--- config.mk ---
export PLATFORM = sky130hd
export DESIGN_NAME = seven_seg_scan_driver_flat
export DESIGN_NICKNAME = d
export VERILOG_FILES = /design/src/rtl/seven_seg_scan_driver_pkg.sv /design/src/rtl/seven_seg_scan_driver_if.sv /design/src/rtl/seven_seg_scan_driver_timer.sv /design/src/rtl/seven_seg_scan_driver.sv /design/src/flat_wrapper.sv
export SDC_FILE = /design/constraint.sdc
export NUM_CORES = 1
export LEC_CHECK = 0
export BUFFER_PORTS_ARGS = -buffer_cell sky130_fd_sc_hd__clkbuf_2
export CORE_ASPECT_RATIO = 0.6
export CORE_MARGIN = 2
export CORE_UTILIZATION = 50
export DETAILED_ROUTE_END_ITERATION = 8
export GPL_TIMING_DRIVEN = 0
export PLACE_DENSITY = 0.74
export SETUP_SLACK_MARGIN = 0.1
export SLEW_MARGIN = 20
export SYNTH_ARGS = -nofsm -noshare
export SYNTH_HDL_FRONTEND = slang
export SYNTH_SLANG_ARGS = --single-unit
--- constraint.sdc ---
create_clock -name clk -period 3.95 [get_ports clk]
set_clock_uncertainty 0.15 [all_clocks]
set_input_delay 0 -clock clk [delete_from_list [all_inputs] [get_ports clk]]
set_output_delay 0 -clock clk [all_outputs]
set_load 0.005 [all_outputs]
--- src/rtl/seven_seg_scan_driver_pkg.sv ---
// Shared constants and types for the multiplexed seven-segment driver.
// Segment patterns are 7 bits, ordered g..a.
package seven_seg_pkg;
  localparam int SEG_W = 7;
  localparam logic [SEG_W-1:0] SEG_OFF = 7'h7F;
  localparam int NUM_DIGITS_DEF = 2;
  localparam int REFRESH_DIV_DEF = 100000;
  localparam int BLANK_CYCLES_DEF = 1000;

  typedef enum logic {
    PH_BLANK,
    PH_DRIVE
  } phase_t;
endpackage

--- src/rtl/seven_seg_scan_driver_if.sv ---
// valid/ready bundle that offers a new set of digit patterns.
// The pattern for digit d sits at seg_in[7d+6:7d].
interface seven_seg_scan_driver_if
  import seven_seg_pkg::*;
#(
  parameter int NUM_DIGITS = NUM_DIGITS_DEF
);
  logic [NUM_DIGITS*SEG_W-1:0] seg_in;
  logic seg_valid;
  logic seg_ready;

  modport master (
    output seg_in,
    output seg_valid,
    input  seg_ready
  );

  modport slave (
    input  seg_in,
    input  seg_valid,
    output seg_ready
  );
endinterface

--- src/rtl/seven_seg_scan_driver_timer.sv ---
// Slot/digit counters for the scan: yields the current digit,
// the blank/drive phase and the frame-boundary strobe.
module seg_scan_timer
  import seven_seg_pkg::*;
#(
  parameter int NUM_DIGITS = NUM_DIGITS_DEF,
  parameter int REFRESH_DIV = REFRESH_DIV_DEF,
  parameter int BLANK_CYCLES = BLANK_CYCLES_DEF,
  localparam int SW = $clog2(REFRESH_DIV),
  localparam int DW = (NUM_DIGITS > 1) ? $clog2(NUM_DIGITS) : 1
) (
  input  logic          clk,
  input  logic          nRESET,
  input  logic          enable,
  output logic [DW-1:0] digit_idx,
  output phase_t        phase,
  output logic          boundary
);
  localparam logic [SW-1:0] SLOT_LAST = SW'(REFRESH_DIV - 1);
  localparam logic [SW-1:0] BLANK_N = SW'(BLANK_CYCLES);
  localparam logic [DW-1:0] DIG_LAST = DW'(NUM_DIGITS - 1);

  logic [SW-1:0] slot_cnt;

  // Disabled means parked at slot 0 of digit 0, so re-enable
  // always opens with a frame boundary.
  always_ff @(posedge clk or negedge nRESET) begin
    if (!nRESET) begin
      slot_cnt  <= '0;
      digit_idx <= '0;
    end else if (!enable) begin
      slot_cnt  <= '0;
      digit_idx <= '0;
    end else if (slot_cnt == SLOT_LAST) begin
      slot_cnt  <= '0;
      digit_idx <= (digit_idx == DIG_LAST) ? '0 : digit_idx + 1'b1;
    end else begin
      slot_cnt <= slot_cnt + 1'b1;
    end
  end

  assign phase = (slot_cnt < BLANK_N) ? PH_BLANK : PH_DRIVE;
  assign boundary = enable && (slot_cnt == '0) && (digit_idx == '0);
endmodule

--- src/rtl/seven_seg_scan_driver.sv ---
// Multiplexed seven-segment scan driver with a double-buffered
// pattern store that only swaps at frame boundaries.
module seven_seg_scan_driver
  import seven_seg_pkg::*;
#(
  parameter int NUM_DIGITS = NUM_DIGITS_DEF,
  parameter int REFRESH_DIV = REFRESH_DIV_DEF,
  parameter int BLANK_CYCLES = BLANK_CYCLES_DEF
) (
  input  logic                    clk,
  input  logic                    nRESET,
  input  logic                    enable,
  seven_seg_scan_driver_if.slave  bus,
  output logic [NUM_DIGITS-1:0]   an,
  output logic [SEG_W-1:0]        seg,
  output logic                    frame_start
);
  localparam int DW = (NUM_DIGITS > 1) ? $clog2(NUM_DIGITS) : 1;
  localparam int PW = NUM_DIGITS * SEG_W;
  localparam logic [NUM_DIGITS-1:0] AN_ONE = NUM_DIGITS'(1);

  logic [DW-1:0]    digit_idx;
  phase_t           phase;
  logic             boundary;
  logic [PW-1:0]    pending;
  logic [PW-1:0]    active;
  logic             pending_full;
  logic             transfer;
  logic [SEG_W-1:0] digit_seg;

  seg_scan_timer #(
    .NUM_DIGITS   (NUM_DIGITS),
    .REFRESH_DIV  (REFRESH_DIV),
    .BLANK_CYCLES (BLANK_CYCLES)
  ) u_timer (
    .clk       (clk),
    .nRESET    (nRESET),
    .enable    (enable),
    .digit_idx (digit_idx),
    .phase     (phase),
    .boundary  (boundary)
  );

  assign bus.seg_ready = ~pending_full;
  assign transfer = bus.seg_valid && !pending_full;
  assign digit_seg = active[digit_idx*SEG_W +: SEG_W];

  // Swap has priority; ready is low then, so no transfer collides.
  always_ff @(posedge clk or negedge nRESET) begin
    if (!nRESET) begin
      pending      <= '0;
      active       <= '0;
      pending_full <= 1'b0;
    end else if (boundary && pending_full) begin
      active       <= pending;
      pending_full <= 1'b0;
    end else if (transfer) begin
      pending      <= bus.seg_in;
      pending_full <= 1'b1;
    end
  end

  always_ff @(posedge clk or negedge nRESET) begin
    if (!nRESET) begin
      an          <= '1;
      seg         <= SEG_OFF;
      frame_start <= 1'b0;
    end else begin
      frame_start <= boundary;
      an          <= '1;
      seg         <= SEG_OFF;
      if (enable && phase == PH_DRIVE) begin
        an  <= ~(AN_ONE << digit_idx);
        seg <= ~digit_seg;
      end
    end
  end
endmodule

--- src/flat_wrapper.sv ---
// flat-port wrapper written by rule: the top's interface ports become plain ports
module seven_seg_scan_driver_flat import seven_seg_pkg::*;
#(
  parameter int NUM_DIGITS = NUM_DIGITS_DEF,
  parameter int REFRESH_DIV = REFRESH_DIV_DEF,
  parameter int BLANK_CYCLES = BLANK_CYCLES_DEF
)
  (clk, nRESET, enable, an, seg, frame_start, bus_seg_in, bus_seg_valid, bus_seg_ready);
  seven_seg_scan_driver_if #(.NUM_DIGITS(NUM_DIGITS)) bus_i ();
  input  logic clk;
  input  logic nRESET;
  input  logic enable;
  output logic [NUM_DIGITS-1:0] an;
  output logic [SEG_W-1:0] seg;
  output logic frame_start;
  input wire logic [$bits(bus_i.seg_in)-1:0] bus_seg_in;
  input wire logic [$bits(bus_i.seg_valid)-1:0] bus_seg_valid;
  output wire logic [$bits(bus_i.seg_ready)-1:0] bus_seg_ready;
  assign bus_i.seg_in = bus_seg_in;
  assign bus_i.seg_valid = bus_seg_valid;
  assign bus_seg_ready = bus_i.seg_ready;
  seven_seg_scan_driver #(.NUM_DIGITS(NUM_DIGITS), .REFRESH_DIV(REFRESH_DIV), .BLANK_CYCLES(BLANK_CYCLES)) u_core (.clk(clk), .nRESET(nRESET), .enable(enable), .bus(bus_i), .an(an), .seg(seg), .frame_start(frame_start));
endmodule
==> Word-level counts from Yosys, hierarchy flattened <==
Cells that the tools add are included.
{ "op_classes": {"n_addsub": 2, "n_mul": 1, "magnitude_cmp": 1, "eq_ne": 2, "shifts": 2, "mux": 10, "bitwise_logic": 5, "n_reduce_logical": 9} }
{ "ops": {"columns": ["op", "n"], "rows": [
  ["$mux W17", 2],
  ["$add A17 B1 Y17 const B", 1],
  ["$eq A17 B17 Y1 const B", 1],
  ["$logic_not A17 Y1", 1],
  ["$lt A17 B10 Y1 const B", 1],
  ["$shiftx A14 B5 Y7", 1],
  ["$mux W7", 1],
  ["$not A7 Y7", 1],
  ["$mux W1", 6],
  ["$logic_and A1 B1 Y1", 5],
  ["$mul A1 B3 Y4 const B", 1],
  ["$not A1 Y1", 3],
  ["$mux W2", 1],
  ["$ne A2 B1 Y1 const B", 1],
  ["$not A2 Y2", 1],
  ["$reduce_and A2 Y1", 1],
  ["$reduce_bool A2 Y1", 1],
  ["$shl A1 B1 Y2 const A", 1],
  ["$add A1 B1 Y1 const B", 1],
  ["$logic_not A1 Y1", 1]
]} }
{ "totals": {"ff_bits": 57, "inputBits": 18, "word_cells": 40} }

==> Logic depth before layout (Yosys ltp) <==
Gate-level depths: netlist of run 1.
{ "depth": {"ltp_word": 6, "mapped_depth": 8, "ltp_nobuf": 6} }

==> By module <==
From an unflattened synthesis of run 1, not the netlist that was laid out.
{ "unflattened": {"cells_unflattened": 194, "area_unflattened_um2": 2513.7} }
{ "by_module_without_submodules": {"columns": ["mod", "n_inst", "cells_each", "area_per_inst_um2", "seq_area_each_um2"], "rows": [
  ["seven_seg_scan_driver", 1, 93, 1532.7, 987.2],
  ["seg_scan_timer", 1, 101, 980.9, 450.4]
]} }

==> Worst setup path after synthesis of run 1 <==
No wires, ideal clock.
{ "synth_timing": {"path_type": "register to register", "from": "register u_core.u_timer.slot_cnt[13]", "to": "register u_core.active[10]", "arrival_ps": 2287, "t_required_ps": 3675, "path_slack_ps": 1388, "stages_incl_launch_ff": 7, "path_buffers": 2, "cell_sequence": "dfrtp_1 or3_1 or4_4 or4b_1 buf_6 buf_12 mux2_4"} }
{ "synth_between": {"elab_chain_cells": 4} }
{ "synth_lines": {"columns": ["item", "line_no", "text"], "rows": [
  ["start, declared", "seven_seg_scan_driver_timer.sv:23", "logic [SW-1:0] slot_cnt;"],
  ["start signal, assigned", "seven_seg_scan_driver_timer.sv:38", "slot_cnt <= slot_cnt + 1'b1;"],
  ["$logic_not A17 Y1", "seven_seg_scan_driver_timer.sv:43", "assign boundary = enable && (slot_cnt == '0) && (digit_idx == '0);"],
  ["$logic_and A1 B1 Y1 (2 in a row)", "seven_seg_scan_driver_timer.sv:43", null],
  ["$logic_and A1 B1 Y1", "seven_seg_scan_driver.sv:54", "end else if (boundary && pending_full) begin"],
  ["end signal, assigned", "seven_seg_scan_driver.sv:55", "active <= pending;"],
  ["end, declared", "seven_seg_scan_driver.sv:26", "logic [PW-1:0] active;"]
]} }
Every way passes these cells.
A chain may end at the register's enable or synchronous reset.

==> Worst setup path in the final report of run 1 <==
{ "layout_timing": {"from": "register u_core.u_timer.slot_cnt[11]", "to": "register u_core.u_timer.slot_cnt[7]"} }
{ "layout_between": {"elab_chain_cells": 3} }
{ "layout_lines": {"columns": ["item", "line_no", "text"], "rows": [
  ["$eq A17 B17 Y1", "seven_seg_scan_driver_timer.sv:34", "end else if (slot_cnt == SLOT_LAST) begin"],
  ["$mux W17", "seven_seg_scan_driver_timer.sv:34", null],
  ["$mux W17", "seven_seg_scan_driver_timer.sv:31", "end else if (!enable) begin"]
]} }
Every way passes these cells.

==> impl_metrics.csv, run 1 <==
group,metric,value,unit
detailed_routing,drtIter0Drc,71,
sta,holdWs,0.1574,ns
detailed_routing,route.detailed.drc,0,
placed_design,dp_slack,1.236,ns
logic_synthesis,synth.net_count,215,
clocking,cts_sinks,57,
final_layout,drive_above_1_share,0.3594,
detailed_routing,firstDrtPassIters,4,
critical_path,crit_path_start_kind,"register",
logic_synthesis,avgSynthCellArea,12.70,um^2
logic_synthesis,synth_xor_area_frac,0.04949,
floorplan,ios,29,
sta,clock.fmax,360.7,MHz
placed_design,hpwlAfterDp,3037,um
critical_path,path_class,"register to register",
critical_path,reg2regPathDepth,5,
pwr,vdd_drop_max,0.3554,mV
final_layout,antennaDiodeCount,0,
grt,grt.total_usage,0.1990,
clocking,cts_tree,"yes",
clocking,numCtsBuffers,9,
critical_path,slowest_stage,"or4_2",
clocking,h-tree-depth,3,
logic_synthesis,synth-compound-area-share,0.01818,
run,maxCapViolCount,0,
sta,min_period,2.772,ns
grt,first_global_vias,1606,
critical_path,crit_chain,"or4_1, or4_2, o21ai_1, buf_2, nor2_1",
final_layout,syn2layout_area_growth,23.84,%
logic_synthesis,syn_inst,195,
floorplan,initial_core_util,0.5317,
detailed_routing,routedWlPerCell,14.60,um
logic_synthesis,synth_top_family_by_area,"multiplexers",
sta,finalSetupViolations,0,
final_layout,nets,271,
clocking,clockBufferDepth,2,
sta,setup_ws,1.178,ns
logic_synthesis,synth_area_leaders,"dfrtp_1, mux2_2, dfstp_2",
critical_path,worstPathRequired,4.01,ns
sta,hold_viol,0,
grt,grt-ovfl-total,0,
floorplan,die_area,0.005553,mm^2
outcome,status,"finished clean",
detailed_routing,wirelength,4657,um
grt,antenna_found_initial,0,
logic_synthesis,synth_seq_area_share,0.5803,
sta,fin_tns_setup,0,ns
logic_synthesis,synth_top_cell_area_share,0.4848,
detailed_routing,ant_nets,0,
floorplan,core_area,0.004659,mm^2
clocking,root_buffer,"clkbuf_8",
critical_path,rr_startpoint,"u_core.u_timer.slot_cnt[11]",
logic_synthesis,synth.distinct_cells,34,
critical_path,r2r_end,"u_core.u_timer.slot_cnt[7]",
logic_synthesis,synthSimpleGateAreaFrac,0.1394,
sta,tightest_slew,0.7383,ns
pwr,power_leakage,1.344,nW
final_layout,fin_util,0.6584,
critical_path,worstPathMaxFanout,10,
placed_design,port-buffer-count,28,
floorplan,fp.dieW,94.88,um
critical_path,crit_path_end_kind,"register",
grt,grt_first_pass_wirelength,7900,um
clocking,path_clk_slew,0.06,ns
logic_synthesis,yosys.area.top_type,"dfrtp_1",
logic_synthesis,synthAdderAreaFrac,0.01010,
logic_synthesis,yosys_register_bits,57,
floorplan,die_h,58.53,um
sta,min_period_over_period,0.7018,
pwr,powerDensity,525.8,mW/mm^2
min_path,min_path_type,"input pin to async pin",
critical_path,critical_path_arrival,2.83,ns
detailed_routing,vias,1641,
sta,rsz0062_at_grt,"no",
logic_synthesis,syn_area,0.002477,mm^2
logic_synthesis,yosys_warnings,0,
clocking,clk-insertion-delay-late,0.33,ns
critical_path,critical_path.max_stage_delay,0.61,ns
pwr,power,1.613,mW
critical_path,r2r_setup_slack,1.18,ns
placed_design,gp_congestion,0.8318,
sta,relSlewSlack,0.5078,
logic_synthesis,synth_mux_area_frac,0.1727,
grt,grt_max_degree,58,
sta,drv_slew,0,
detailed_routing,viasPerCell,5.144,
floorplan,num_rows,19,
==> flip-flops by register name, summed over array words and instances (netlist names) <==
register	cells
u_core.u_timer.slot_cnt	17
u_core.active	14
u_core.pending	14
u_core.seg	7
u_core.an	2
u_core.frame_start	1
u_core.pending_full	1
u_core.u_timer.digit_idx	1
==> layout by cell type, fill, tap and decap left out, types with 3 or more instances in the layout <==
cell,synthesis,layout
xor2_1,4,4
dlygate4sd3_1,0,17
nand3_1,5,5
dfstp_2,9,9
nor4_1,5,5
inv_1,5,5
xnor2_1,10,10
dfrtp_1,48,48
nand4_1,5,5
or4_1,3,3
clkbuf_2,0,27
nor2_1,16,16
nand2_1,16,16
clkbuf_1,5,7
clkbuf_8,0,11
nor3_1,5,5
mux2_4,9,9
or3_1,3,3
mux2_2,26,26
==> critical path: cells and delay by family (launching register included) <==
| family | cells | cell delay, ns |
|---|---|---|
| AND/OR/NAND/NOR | 3 | 1.26 |
| AO/OA/AOI/OAI | 1 | 0.46 |
| flip-flops | 1 | 0.44 |
| buffers and inverters | 1 | 0.33 |
==> cell families after synthesis <==
family / after synthesis
AOI/OAI and AO/OA: 7
muxes: 35
DFF: 57
xor gates and xnor gates: 14
and+or+nand+nor: 67
adders and majority gates: 2
buffers and inverters: 13
==> synth_stat cells <==
cell	n
dfrtp_1	48
mux2_2	26
nand2_1	16
nor2_1	16
xnor2_1	10
dfstp_2	9
mux2_4	9
clkbuf_1	5
inv_1	5
nand3_1	5
nand4_1	5
nor3_1	5
nor4_1	5
xor2_1	4
or3_1	3
or4_1	3
and2_1	2
ha_1	2
o21ai_0	2
a21boi_0	1
a21oi_1	1
and4_1	1
buf_12	1
buf_2	1
buf_6	1
nand2b_1	1
nor2b_1	1
nor3b_1	1
o21a_1	1
o21ai_1	1
o31a_2	1
or4_2	1
or4_4	1
or4b_1	1
==> timing repair <==
action,4_1_cts,5_1_grt
hold buffers,17,0
setup buffers,0,0
endpoints found under the hold margin,67,0
endpoints found under the setup margin,0,0
resized for setup,0,0
==> power breakdown <==
part | internal (mW) | switching (mW) | total [mW]
Clock | 0.324 | 0.217 | 0.541
Combinational | 0.193 | 0.0873 | 0.281
Sequential | 0.720 | 0.0719 | 0.792
==> per-layer routing <==
layer,global-route usage,up-vias,part of all wire
li1,-,788,-
met1,0.2830,811,0.52
met2,0.2705,38,0.42
met3,0.07810,4,0.049
met4,0.08903,0,0.0088
met5,0,-,0
==> metrics by stage <==
| stage | instance area, um^2 | instances |
|---|---|---|
| 6_report | 3068 | 319 |
| 3_3_place_gp | 2696 | 286 |
| 2_1_floorplan | 2477 | 195 |
| 4_1_cts | 3068 | 319 |
| 5_1_grt | 3068 | 319 |
| 3_5_place_dp | 2699 | 286 |
==> how the worst max path moves through the flow <==
stage	start	endpoint	slack [ns]	cells after the start
global placement	u_core.u_timer.slot_cnt[11]	u_core.u_timer.slot_cnt[14]	1.21	5
floorplan	u_core.u_timer.slot_cnt[13]	u_core.active[10]	1.39	6
finish	u_core.u_timer.slot_cnt[11]	u_core.u_timer.slot_cnt[7]	1.18	5
detailed placement	u_core.u_timer.slot_cnt[11]	u_core.u_timer.slot_cnt[13]	1.24	5
global route	u_core.u_timer.slot_cnt[11]	u_core.u_timer.slot_cnt[14]	1.06	5
CTS	u_core.u_timer.slot_cnt[11]	u_core.u_timer.slot_cnt[7]	1.24	5
==> cell type report <==
| class | count | area (um^2) |
|---|---|---|
| plain buffers | 8 | 55.05 |
| clock buffers | 13 | 158.9 |
| clock inverters | 3 | 40.04 |
| fillers | 381 | 1592 |
| inverters | 5 | 18.77 |
| multi-input cells | 125 | 965.9 |
| flip-flops and latches | 57 | 1438 |
| well taps | 63 | 78.83 |
| repair buffers | 45 | 312.8 |
Note: power is estimated with default switching activity, not from simulation.
==> inputs of run 2 (changes only) <==
--- a/config.mk
+++ b/config.mk
@@ -11,7 +11,7 @@
 export CORE_UTILIZATION = 50
 export DETAILED_ROUTE_END_ITERATION = 8
 export GPL_TIMING_DRIVEN = 0
-export PLACE_DENSITY = 0.74
+export PLACE_DENSITY = 0.77
 export SETUP_SLACK_MARGIN = 0.1
 export SLEW_MARGIN = 20
 export SYNTH_ARGS = -nofsm -noshare
==> constraint.sdc (replaced) <==
create_clock -name clk -period 2.3 [get_ports clk]
set_clock_uncertainty 0.15 [all_clocks]
set_input_delay 0 -clock clk [delete_from_list [all_inputs] [get_ports clk]]
set_output_delay 0 -clock clk [all_outputs]
set_load 0.005 [all_outputs]
==> run 2 against run 1 <==
Against the previous run: the flow now finishes with violations (setup timing); hold slack gained 0.017 ns; global-route usage grew 1.5 points; clock power grew 46%; final area grew 3.6%; die area is the same; setup slack lost 1.4 ns; register-to-register slack lost 1.4 ns; clock-buffer cell count grew 2; utilization grew 2.4 points; sequential power grew 73%; first-iteration DRC count shrank 9.9%; maximum frequency grew 8.1%.
==> impl_metrics.csv, run 2 (synthesis results as in run 1) <==
group,metric,value,unit
detailed_routing,vias,1707,
final_layout,fin_util,0.6821,
critical_path,crit_path_start_kind,"register",
floorplan,initial_core_util,0.5317,
final_layout,fin_cells,329,
min_path,min_path_type,"input pin to async pin",
sta,clock.fmax,389.8,MHz
critical_path,crit_family,"simple AND/OR/NAND/NOR gates",
floorplan,num_rows,19,
clocking,cts_sinks,57,
grt,grt-ovfl-total,0,
clocking,clockBufferDepth,2,
final_layout,drive_above_1_share,0.4060,
sta,rsz0062_at_grt,"yes",
detailed_routing,route.detailed.drc,0,
final_layout,top_register,"u_core.u_timer.slot_cnt",
final_layout,largest_reg_flops,17,
sta,hold_viol,0,
detailed_routing,firstDrtPassIters,4,
clocking,clk-insertion-delay-late,0.34,ns
floorplan,die_area,0.005553,mm^2
pwr,vdd_drop_max,0.6668,mV
critical_path,worstPathMaxFanout,4,
placed_design,hpwlAfterDp,3076,um
sta,relSlewSlack,0.4964,
sta,tightest_slew,0.7554,ns
critical_path,crit_path_end_kind,"register",
sta,finalSetupViolations,31,
final_layout,nets,281,
sta,drv_slew,0,
outcome,status,"finished with violations",
run,maxCapViolCount,0,
clocking,path_clk_slew,0.06,ns
floorplan,core_area,0.004659,mm^2
placed_design,port-buffer-count,28,
sta,setup_ws,-0.2656,ns
critical_path,reg2regPathDepth,6,
detailed_routing,viasPerCell,5.188,
grt,grt.total_usage,0.2145,
floorplan,die_h,58.53,um
floorplan,fp.dieW,94.88,um
critical_path,slowest_stage,"or4b_4",
sta,min_period_over_period,1.115,
outcome,failed_checks,"setup timing",
placed_design,gp_congestion,0.8286,
grt,grt_first_pass_wirelength,8521,um
critical_path,cp.depth,6,
grt,first_global_vias,1681,
final_layout,antennaDiodeCount,0,
critical_path,critical_path.max_stage_delay,0.49,ns
clocking,cts_tree,"yes",
final_layout,mostFrequentLayoutCells,"dfrtp_1, clkbuf_2, mux2_2",
clocking,numCtsBuffers,9,
critical_path,path_class,"register to register",
pwr,powerDensity,842.1,mW/mm^2
detailed_routing,wirelength,5099,um
detailed_routing,drtIter0Drc,64,
pwr,power_leakage,1.388,nW
critical_path,crit_chain,"or3_4, or4_4, or4b_4, buf_6, buf_4, mux2_2",
grt,grt_max_degree,58,
final_layout,layout_commonest_cell,"dfrtp_1",
clocking,root_buffer,"clkbuf_8",
clocking,h-tree-depth,3,
final_layout,syn2layout_area_growth,28.28,%
grt,antenna_found_initial,0,
floorplan,ios,29,
detailed_routing,ant_nets,0,
critical_path,crit_buf_inv,2,
placed_design,placed_cells,286,
sta,min_period,2.566,ns
critical_path,worstPathRequired,2.37,ns
final_layout,reg_top3,"u_core.u_timer.slot_cnt (17), u_core.active (14), u_core.pending (14)",
detailed_routing,routedWlPerCell,15.50,um
critical_path,critical_path_arrival,2.64,ns
==> run 2: cell types whose count changed in the layout (fill, tap and decap cells not counted), sizes merged <==
cell    before  now
buf          3   14
clkbuf      46   47
bufinv       1    0
clkinv       2    1
==> run 2: final cells by class <==
cell class / count / area (um^2)
Fill cell: 342 / 1481
Sequential cell: 57 / 1441
Multi-Input combinational cell: 125 / 1005
Timing Repair Buffer: 56 / 415.4
Clock buffer: 15 / 156.4
Tap cell: 63 / 78.83
Buffer: 7 / 57.56
Inverter: 5 / 18.77
Clock inverter: 1 / 5.005
==> run 2: power breakdown <==
| group | total [mW] | leakage [nW] | switching (mW) | internal [mW] |
|---|---|---|---|---|
| logic | 0.518 | 0.615 | 0.165 | 0.353 |
| clock network | 0.792 | 0.0817 | 0.372 | 0.420 |
| registers | 1.37 | 0.691 | 0.130 | 1.24 |
| total | 2.68 | 1.39 | 0.667 | 2.01 |
==> run 2: final timing paths <==
kind / endpoint / slack [ns] / start
min: u_core.active[1] / 0.17 / nRESET
min in group clk: u_core.pending[9] / 0.27 / bus_seg_in[9]
min reg2reg: u_core.active[7] / 0.35 / u_core.pending[7]
max reg2reg: u_core.active[1] / -0.27 / u_core.u_timer.slot_cnt[14]
max: u_core.active[1] / -0.27 / u_core.u_timer.slot_cnt[14]
max in group asynchronous: u_core.u_timer.slot_cnt[7] / 1.29 / nRESET
==> run 2: routing by layer <==
layer	vias up	wire, um	global-route usage
met1	829	2580	0.3191
met3	6	312	0.08835
met5	-	0	0
met2	54	2161	0.2867
li1	818	-	-
met4	0	44	0.06418
==> run 2: metrics by stage <==
| step | cell area [um^2] | power (mW) | hold WS [ns] | worst slack (ns) | setup TNS [ns] |
|---|---|---|---|---|---|
| 2_1_floorplan | 2495 | 1.712 | -0.4456 | -0.2142 | -2.180 |
| 3_3_place_gp | 2714 | 1.812 | 0.06598 | -0.3424 | -5.021 |
| 3_5_place_dp | 2716 | 1.847 | -0.009102 | -0.3578 | -5.152 |
| 4_1_cts | 3183 | 2.685 | 0.1570 | -0.2572 | -4.048 |
| 5_1_grt | 3178 | 2.809 | 0.2296 | -0.3074 | -6.268 |
| 6_report | 3178 | 2.676 | 0.1739 | -0.2656 | -4.741 |
==> run 2: timing repair <==
item	in CTS	in global routing
resized for setup	10	0
endpoints found under the setup margin	31	40
hold buffers	17	0
gates cloned	1	0
pin swaps	2	1
hold endpoints to repair	81	0
setup buffers	10	0
